File: src/rtl/fx_kport_pkg.sv
// Shared types and widths for the PC-FX K-port serial controller.
package fx_kport_pkg;

   localparam int unsigned KP_WORD_W = 32;
   localparam int unsigned KP_DIV_W  = 9;
   localparam int unsigned KP_CNT_W  = 5;
   localparam logic [3:0]  PAD_ID    = 4'hF;

   typedef enum logic [2:0] {
      IDLE,
      LATCH,
      LOW,
      HIGH,
      DONE
   } kp_state_e;

endpackage

File: src/rtl/fx_kport_clkdiv.sv
// CE-gated phase down-counter; tick_c marks the CE cycle on which the count sits at zero.
module fx_kport_clkdiv
   import fx_kport_pkg::*;
(
   input  logic                clk,
   input  logic                rst,
   input  logic                ce,
   input  logic                load,
   input  logic [KP_DIV_W-1:0] load_val,
   output logic                tick_c
);

   logic [KP_DIV_W-1:0] cnt;

   always_ff @(posedge clk or posedge rst) begin
      if (rst) begin
         cnt <= '0;
      end else if (ce) begin
         if (load) begin
            cnt <= load_val;
         end else if (cnt != '0) begin
            cnt <= cnt - KP_DIV_W'(1);
         end
      end
   end

   assign tick_c = ce & (cnt == '0);

endmodule

File: src/rtl/fx_kport_ctl.sv
// PC-FX K-port transfer sequencer: latch pulse, NBITS full-duplex bit periods, END/INT.
// Optional pad-ID presence check enabled by defining FX_KPORT_PRESENCE_EN.
module fx_kport_ctl
   import fx_kport_pkg::*;
#(
   parameter int unsigned CLK_DIV = 16,
   parameter int unsigned NBITS   = 32
) (
   input  logic                 CLK,
   input  logic                 RES,
   input  logic                 CE,
   input  logic                 TRG,
   input  logic                 MOD,
   input  logic                 IOS,
   input  logic [KP_WORD_W-1:0] WDATA,
   input  logic                 RD_ACK,
   output logic [KP_WORD_W-1:0] RDATA,
   output logic                 BUSY,
   output logic                 END,
   output logic                 INT,
   output logic                 PRESENT,
   output logic                 KP_LATCH,
   output logic                 KP_CLK,
   output logic                 KP_DOUT,
   input  logic                 KP_DIN
);

   localparam logic [KP_DIV_W-1:0] HALF_LOAD  = KP_DIV_W'(CLK_DIV - 1);
   localparam logic [KP_DIV_W-1:0] LATCH_LOAD = KP_DIV_W'(2 * CLK_DIV - 1);
   localparam logic [KP_CNT_W-1:0] LAST_BIT   = KP_CNT_W'(NBITS - 1);
   localparam int unsigned         RSHIFT     = KP_WORD_W - NBITS;

   kp_state_e             state;
   logic [KP_WORD_W-1:0]  shift;
   logic [KP_CNT_W-1:0]   bit_cnt;
   logic                  tick_c;
   logic                  div_load_c;
   logic [KP_DIV_W-1:0]   div_val_c;
   logic [KP_WORD_W-1:0]  rx_word_c;

   // Divider reload: on start, and on every phase boundary while shifting.
   always_comb begin
      div_load_c = 1'b0;
      div_val_c  = HALF_LOAD;
      if (state == IDLE) begin
         div_load_c = TRG;
         if (MOD) begin
            div_val_c = LATCH_LOAD;
         end
      end else if (state == LATCH || state == LOW || state == HIGH) begin
         div_load_c = tick_c;
      end
   end

   fx_kport_clkdiv u_clkdiv (
      .clk      (CLK),
      .rst      (RES),
      .ce       (CE),
      .load     (div_load_c),
      .load_val (div_val_c),
      .tick_c   (tick_c)
   );

   // First received bit sits at 32-NBITS after NBITS right shifts.
   assign rx_word_c = shift >> RSHIFT;

   always_ff @(posedge CLK or posedge RES) begin
      if (RES) begin
         state    <= IDLE;
         shift    <= '0;
         bit_cnt  <= '0;
         RDATA    <= '0;
         BUSY     <= 1'b0;
         END      <= 1'b0;
         INT      <= 1'b0;
         KP_LATCH <= 1'b0;
         KP_CLK   <= 1'b1;
         KP_DOUT  <= 1'b0;
`ifdef FX_KPORT_PRESENCE_EN
         PRESENT  <= 1'b0;
`endif
      end else if (CE) begin
         INT <= 1'b0;
         if (RD_ACK) begin
            END <= 1'b0;
         end
         case (state)
            IDLE: begin
               if (TRG) begin
                  shift   <= IOS ? WDATA : '0;
                  bit_cnt <= '0;
                  BUSY    <= 1'b1;
                  if (MOD) begin
                     KP_LATCH <= 1'b1;
                     state    <= LATCH;
                  end else begin
                     KP_CLK  <= 1'b0;
                     KP_DOUT <= IOS & WDATA[0];
                     state   <= LOW;
                  end
               end
            end
            LATCH: begin
               if (tick_c) begin
                  KP_LATCH <= 1'b0;
                  KP_CLK   <= 1'b0;
                  KP_DOUT  <= shift[0];
                  state    <= LOW;
               end
            end
            LOW: begin
               if (tick_c) begin
                  shift  <= {KP_DIN, shift[KP_WORD_W-1:1]};
                  KP_CLK <= 1'b1;
                  state  <= HIGH;
               end
            end
            HIGH: begin
               if (tick_c) begin
                  if (bit_cnt == LAST_BIT) begin
                     KP_DOUT <= 1'b0;
                     state   <= DONE;
                  end else begin
                     bit_cnt <= bit_cnt + KP_CNT_W'(1);
                     KP_CLK  <= 1'b0;
                     KP_DOUT <= shift[0];
                     state   <= LOW;
                  end
               end
            end
            DONE: begin
               RDATA <= rx_word_c;
               END   <= 1'b1;
               INT   <= 1'b1;
               BUSY  <= 1'b0;
`ifdef FX_KPORT_PRESENCE_EN
               PRESENT <= (rx_word_c[KP_WORD_W-1 -: 4] == PAD_ID);
`endif
               state <= IDLE;
            end
            default: state <= IDLE;
         endcase
      end
   end

`ifndef FX_KPORT_PRESENCE_EN
   assign PRESENT = 1'b1;
`endif

endmodule

File: config.mk
export PLATFORM = sky130hd
export DESIGN_NAME = fx_kport_ctl
export DESIGN_NICKNAME = d
export VERILOG_FILES = /design/src/rtl/fx_kport_pkg.sv /design/src/rtl/fx_kport_clkdiv.sv /design/src/rtl/fx_kport_ctl.sv
export SDC_FILE = /design/constraint.sdc
export NUM_CORES = 1
export LEC_CHECK = 0
export ABC_AREA = 1
export BUFFER_PORTS_ARGS = -buffer_cell sky130_fd_sc_hd__buf_2
export CORE_ASPECT_RATIO = 0.8
export CORE_MARGIN = 2
export CORE_UTILIZATION = 60
export DETAILED_ROUTE_END_ITERATION = 10
export PLACE_DENSITY = 0.85
export SYNTH_ARGS = -nofsm -noshare
export SYNTH_HDL_FRONTEND = slang
export SYNTH_HIERARCHICAL = 1
export SYNTH_SLANG_ARGS = --single-unit
File: constraint.sdc
create_clock -name CLK -period 6.2 [get_ports CLK]
set_clock_uncertainty 0.1 [all_clocks]
set_input_delay 0.62 -clock CLK [delete_from_list [all_inputs] [get_ports CLK]]
set_output_delay 0.62 -clock CLK [all_outputs]
set_load 0.02 [all_outputs]
=== After elaboration in Yosys (flattened, before gate mapping) ===
Index checks and enable logic that the tools add are counted.

* Register bits: 87
* Logic and storage cells: 92
* Input bits: 40

* Add/subtract/negate cells: 2
* Multiplexer cells: 42
* Bitwise operators: 2
* Eq/ne operators: 12
* Reductions and logical operators: 23

{| class="wikitable"
|+ Operators with widths
! cell !! count
|-
| $mux W32 || 3
|-
| $pmux W32 S2 || 1
|-
| $mux W9 || 3
|-
| $mux W5 || 4
|-
| $mux W1 || 19
|-
| $mux W3 || 5
|-
| $reduce_and A5 Y1 || 3
|-
| $ne A2 B2 Y1 const B || 7
|-
| $pmux W3 S4 || 1
|-
| $reduce_bool A2 Y1 || 6
|-
| $pmux W5 S2 || 1
|-
| $logic_not A9 Y1 || 1
|-
| $reduce_bool A9 Y1 || 1
|-
| $sub A9 B1 Y9 const B || 1
|-
| $reduce_and A8 Y1 || 1
|-
| $eq A3 B2 Y1 const B || 2
|-
| $reduce_and A2 Y1 || 3
|-
| $reduce_and A6 Y1 || 1
|-
| $add A5 B1 Y5 const B || 1
|-
| $eq A5 B5 Y1 const B || 1
|-
| $pmux W1 S2 || 2
|-
| $pmux W1 S4 || 1
|-
| $reduce_and A4 Y1 || 1
|-
| $reduce_bool A4 Y1 || 1
|-
| 9 further kinds || 11
|}

=== Depth between registers and ports, before layout ===
* Word-level depth: 7
* Gate-level depth with buffers: 14

=== By module ===
The synthesis kept the hierarchy.

{| class="wikitable"
|+ By module, submodules not included
! module !! area each (um^2) !! cells each !! times used
|-
| fx_kport_ctl || 3821.2 || 443 || 1
|-
| fx_kport_clkdiv || 639.4 || 103 || 1
|}

=== Worst setup path after synthesis ===
No wires, ideal clock.

* Path kind: reg-to-reg
* Start point: register u_clkdiv.cnt[0]
* End point: register u_clkdiv.cnt[2]
* Setup slack: 3.903 ns
* Cell stages (with the launch flop): 15
* Library setup time: 0.121 ns
* Arrival time: 2.076 ns
* Data required time: 5.979 ns
* Path through: dfrtp_1 > inv_1 > ha_1 > nand3_1 > nor2_1 > nand2_1 > nor2_1 > inv_1 > o31ai_1 > buf_4 > clkinv_1 > o21ai_0 > nand2_1 > nand2_1 > o21ai_1

* Longest elaborated chain between the ends: 6
* Elaborated cells on any way between the ends: 10
* Those cells by class: add/sub (1); mux (4); bitwise (1); reduce/logical (4)

{| class="wikitable"
|+ RTL lines
! item !! line !! source
|-
| start: declaration || fx_kport_clkdiv.sv:13 || <nowiki>logic [KP_DIV_W-1:0] cnt;</nowiki>
|-
| start signal: assignment || fx_kport_clkdiv.sv:20 || <nowiki>cnt <= load_val;</nowiki>
|-
| start signal: assignment || fx_kport_clkdiv.sv:22 || <nowiki>cnt <= cnt - KP_DIV_W'(1);</nowiki>
|-
| $logic_not A9 Y1 * || fx_kport_clkdiv.sv:27 || <nowiki>assign tick_c = ce & (cnt == '0);</nowiki>
|-
| $and A1 B1 Y1 * || fx_kport_clkdiv.sv:27 ||
|-
| named net tick_c || fx_kport_ctl.sv:36 || <nowiki>logic tick_c;</nowiki>
|-
| $mux W1 * || fx_kport_ctl.sv:50 || <nowiki>end else if (state == LATCH || state == LOW || state == HIGH) begin</nowiki>
|-
| $mux W1 * || fx_kport_ctl.sv:45 || <nowiki>if (state == IDLE) begin</nowiki>
|-
| named net div_load_c || fx_kport_ctl.sv:37 || <nowiki>logic div_load_c;</nowiki>
|-
| $reduce_bool A2 Y1 (no line) || n/a ||
|-
| $reduce_and A2 Y1 (no line) || n/a ||
|}

Mark *: on every way through the listed nets, which the timed path passes. The rest lies on a longest branch. The select of a mux whose other input is x is not followed.
A chain may end at the register's enable or synchronous reset.

=== Worst setup path in the final report ===
* Start point: register u_clkdiv.cnt[0]
* End point: register shift[25], in the netlist rx_word_c[25]

* Longest elaborated chain between the ends: 4

{| class="wikitable"
|+ RTL lines
! item !! line !! source
|-
| $logic_not A9 Y1 || fx_kport_clkdiv.sv:27 ||
|-
| $and A1 B1 Y1 || fx_kport_clkdiv.sv:27 ||
|-
| named net tick_c || fx_kport_ctl.sv:36 ||
|-
| $ne A2 B2 Y1 (no line) || n/a ||
|-
| $reduce_and A4 Y1 (no line) || n/a ||
|-
| end signal: assignment || fx_kport_ctl.sv:90 || <nowiki>shift <= IOS ? WDATA : '0;</nowiki>
|-
| end signal: assignment || fx_kport_ctl.sv:113 || <nowiki>shift <= {KP_DIN, shift[KP_WORD_W-1:1]};</nowiki>
|-
| end: declaration || fx_kport_ctl.sv:34 || <nowiki>logic [KP_WORD_W-1:0] shift;</nowiki>
|}

The timed path passes the listed nets, and every way through them passes these cells.

==> impl_metrics.yaml <==
timing:
  worst_slew_pin_slew_ns: 1.14
  rsz0062_at_grt: "false"
  layout_min_cycle_time_ns: 2.95
  fin_tns_setup_ns: 0
  hold_viol: 0
  drv_slew: 0
  maxSlewHeadroom: 0.239
  max_freq_ghz: 0.339
  setup_viol_count_final: 0
  post-route-period-util: 0.476
synthesis:
  yosysWarningCount: 6
  synth_edf_count: 0
  syn_area_per_cell_um2: 8.17
  ys_seq_area_frac: 0.488
  post-synth-top-area-cell: "dfrtp_1"
  yosysUniqueCellTypes: 30
  netlist_instances: 546
  yosysTopAreaCellShare: 0.482
  async_flop_share: 1.00
  synthTopCellsByArea: "dfrtp_1 48%, nand2_1 13%, nand3_1 6.8%"
  syn_area_mm2: 0.00446
  synth-seq-cells: 87
  ys.flop_type: "dfrtp_1"
floorplanning:
  dieArea_mm2: 0.00814
  die_h_um: 81.1
  ioPinCount: 79
  rows: 28
  start_util: 0.612
  die_w_um: 100
  core_area_mm2: 0.00729
route:
  drtIter0Drc: 207
  first_pass_iters: 4
  via_per_inst: 5.25
  drc: 0
  routed_wl_um: 9430
  detail-route-antenna-nets: 0
  wire_per_inst_um: 13.2
  num_vias: 3740
global_route:
  antenna_found_initial: 0
  grt-ovfl-total: 0
  grt_pass1_vias: 3318
  grt_pass1_wl_um: 15600
  grt_max_degree: 79
  grt.total_usage: 0.245
layout:
  areaGrowthSynthToFinish_pct: 11.6
  layoutNonFillerInstCount: 712
  nets: 660
  diodes: 0
  drive_above_1_share: 0.235
  utilization: 0.683
  fillCellCount: 603
cts:
  cts-hold-fix-buffers: 0
  clkLatencyLatePin_ns: 0.36
  tritoncts: "yes"
  root_buffer: "clkbuf_8"
  cts-resized-gates: 0
  cts_buffer_depth: 2
  ctsHtreeMaxLevel: 3
  clkSinkCount: 87
  numCtsBuffers: 9
  post-cts-setup-buffers: 0
  path_clk_slew_ns: 0.09
critical_path:
  cp_common_cell: "nand2_1"
  crit_slowest_cell: "nor2_8"
  worst_setup_path_start_kind: "flip-flop"
  cp_cell_sequence: "inv_1 -> ha_1 -> nand3_1 -> nor2_1 -> nand2_1 -> nor2_1 -> inv_1 -> nand2_1 -> nand3_1 -> nor2_8 -> nand2_1 -> o21ai_2"
  reg2reg_to: "rx_word_c[25]$_DFFE_PP0P_"
  regToRegSetupSlack_ns: 3.25
  cp-end-kind: "flip-flop"
  critPathMaxStageDelay_ns: 0.79
  crit_required_ns: 6.39
  critPathMaxFanout: 64
  reg2regPathDepth: 12
  crit_type: "reg2reg"
  r2r-start: "u_clkdiv/cnt[0]$_DFFE_PP0P_"
  worst_ep_arrival_time_ns: 3.14
placement:
  gp_congestion: 0.870
  port_buffers: 77
  dpl.hpwl_um: 6480
  placedCellCount: 696
job:
  max-cap-violations: 0
power_and_ir_drop:
  pwr-share-seq: 0.412
  p_int_mw: 1.09
  comb_power_share: 0.395
  p_sw_frac: 0.423
  p_per_area_mw_per_mm2: 379
  p_leak_nw: 2.59
  pwr-share-clk: 0.193
  vdd_drop_max_mv: 0.211
  power.switching_mw: 0.798
  power.total_mw: 1.88
worst_hold_path:
  hold_path_class: "in2async"
outcome:
  status: "finished clean"
per-layer routing:
metal  wire, um  global-route usage  part of all wire
met5          0                   0                 0
met2       4500               0.389              0.48
met3        336              0.0482             0.036
met1       4480               0.343              0.47
met4        118              0.0740             0.013
flip-flops by register name, summed over array words and instances (netlist names):
| signal | cells |
|---|---|
| RDATA | 32 |
| rx_word_c | 32 |
| u_clkdiv/cnt | 9 |
| bit_cnt | 5 |
| state | 3 |
| BUSY | 1 |
| END | 1 |
| INT | 1 |
| KP_CLK | 1 |
| KP_DOUT | 1 |
| KP_LATCH | 1 |
synth_stat cells (3+ instances only):
| master | number |
|---|---|
| nand2_1 | 151 |
| dfrtp_1 | 86 |
| nand3_1 | 61 |
| o21ai_0 | 60 |
| inv_1 | 52 |
| o21ai_2 | 28 |
| nor2_1 | 26 |
| o21ai_1 | 20 |
| buf_6 | 12 |
| buf_2 | 6 |
| clkbuf_1 | 5 |
| inv_2 | 5 |
| nand3_2 | 4 |
| buf_4 | 3 |
| ha_1 | 3 |
| nand2_2 | 3 |
| nor3_1 | 3 |
stage by stage:
stage / hold WS (ns) / area [um^2] / worst slack [ns]
floorplan: 0.342 / 4490 / 3.49
global placement: 0.349 / 4800 / 3.44
detailed placement: 0.358 / 4800 / 3.31
CTS: 0.150 / 4980 / 3.29
global route: 0.161 / 4980 / 2.92
finish: 0.147 / 4980 / 3.25
power groups by stage:
stage               clock (mW)  combinational (mW)  sequential [mW]
global route             0.395               0.855            0.791
global placement             0               0.719            0.780
floorplan                    0               0.637            0.776
CTS                      0.371               0.743            0.775
finish                   0.364               0.744            0.776
detailed placement           0               0.740            0.786
logic make-up (layout without fill, tap and decap cells):
logic type	count (synthesis)	after routing	synth area share
other	2	9	0.00168
buffers and inverters	87	156	0.0987
DFF	87	87	0.488
adders and majority gates	3	3	0.00842
AOI/OAI and AO/OA	109	109	0.146
and+or+nand+nor	258	258	0.256
worst max path at each step:
stage                                           start  slack (ns)                   endpoint  cells after the start
final                     u_clkdiv/cnt[0]$_DFFE_PP0P_        3.25  rx_word_c[25]$_DFFE_PP0P_                     12
after global routing      u_clkdiv/cnt[1]$_DFFE_PP0P_        2.92   rx_word_c[1]$_DFFE_PP0P_                     12
after CTS                 u_clkdiv/cnt[0]$_DFFE_PP0P_        3.29  rx_word_c[21]$_DFFE_PP0P_                     12
after detailed placement                           CE        3.31  rx_word_c[21]$_DFFE_PP0P_                      9
after global placement    u_clkdiv/cnt[1]$_DFFE_PP0P_        3.44  rx_word_c[16]$_DFFE_PP0P_                     12
after floorplan                                   RES        3.49           BUSY$_DFFE_PP0P_                      1
cell usage in the layout (no fill, tap or decap), types with 3 or more instances in the layout:
| master | synthesis | routed |
|---|---|---|
| nor2_1 | 26 | 26 |
| ha_1 | 3 | 3 |
| dfrtp_1 | 86 | 86 |
| buf_4 | 3 | 3 |
| inv_1 | 52 | 51 |
| nand3_2 | 4 | 4 |
| o21ai_1 | 20 | 20 |
| inv_2 | 5 | 5 |
| o21ai_0 | 60 | 60 |
| clkbuf_8 | 0 | 9 |
| buf_2 | 6 | 77 |
| nand2_1 | 151 | 151 |
| nand2_2 | 3 | 3 |
| nor3_1 | 3 | 3 |
| conb_1 | 2 | 9 |
| nand3_1 | 61 | 61 |
| o21ai_2 | 28 | 28 |
critical path: cells and delay by family (launching register included):
family,cells,cell delay (ns)
AND/OR/NAND/NOR,8,1.84
buffers and inverters,2,0.23
flip-flops,1,0.39
AO/OA/AOI/OAI,1,0.09
adder cells (fa/ha/maj),1,0.19
final cells by class:
type | instances | area [um^2] | area share
Tap cell | 90 | 113 | 0.0226
Multi-Input combinational cell | 379 | 1870 | 0.375
Inverter | 60 | 231 | 0.0465
Sequential cell | 87 | 2180 | 0.438
Clock inverter | 7 | 55.1 | 0.0111
Timing Repair Buffer | 80 | 408 | 0.0820
Clock buffer | 9 | 124 | 0.0249
(Power assumes the default switching activity.)
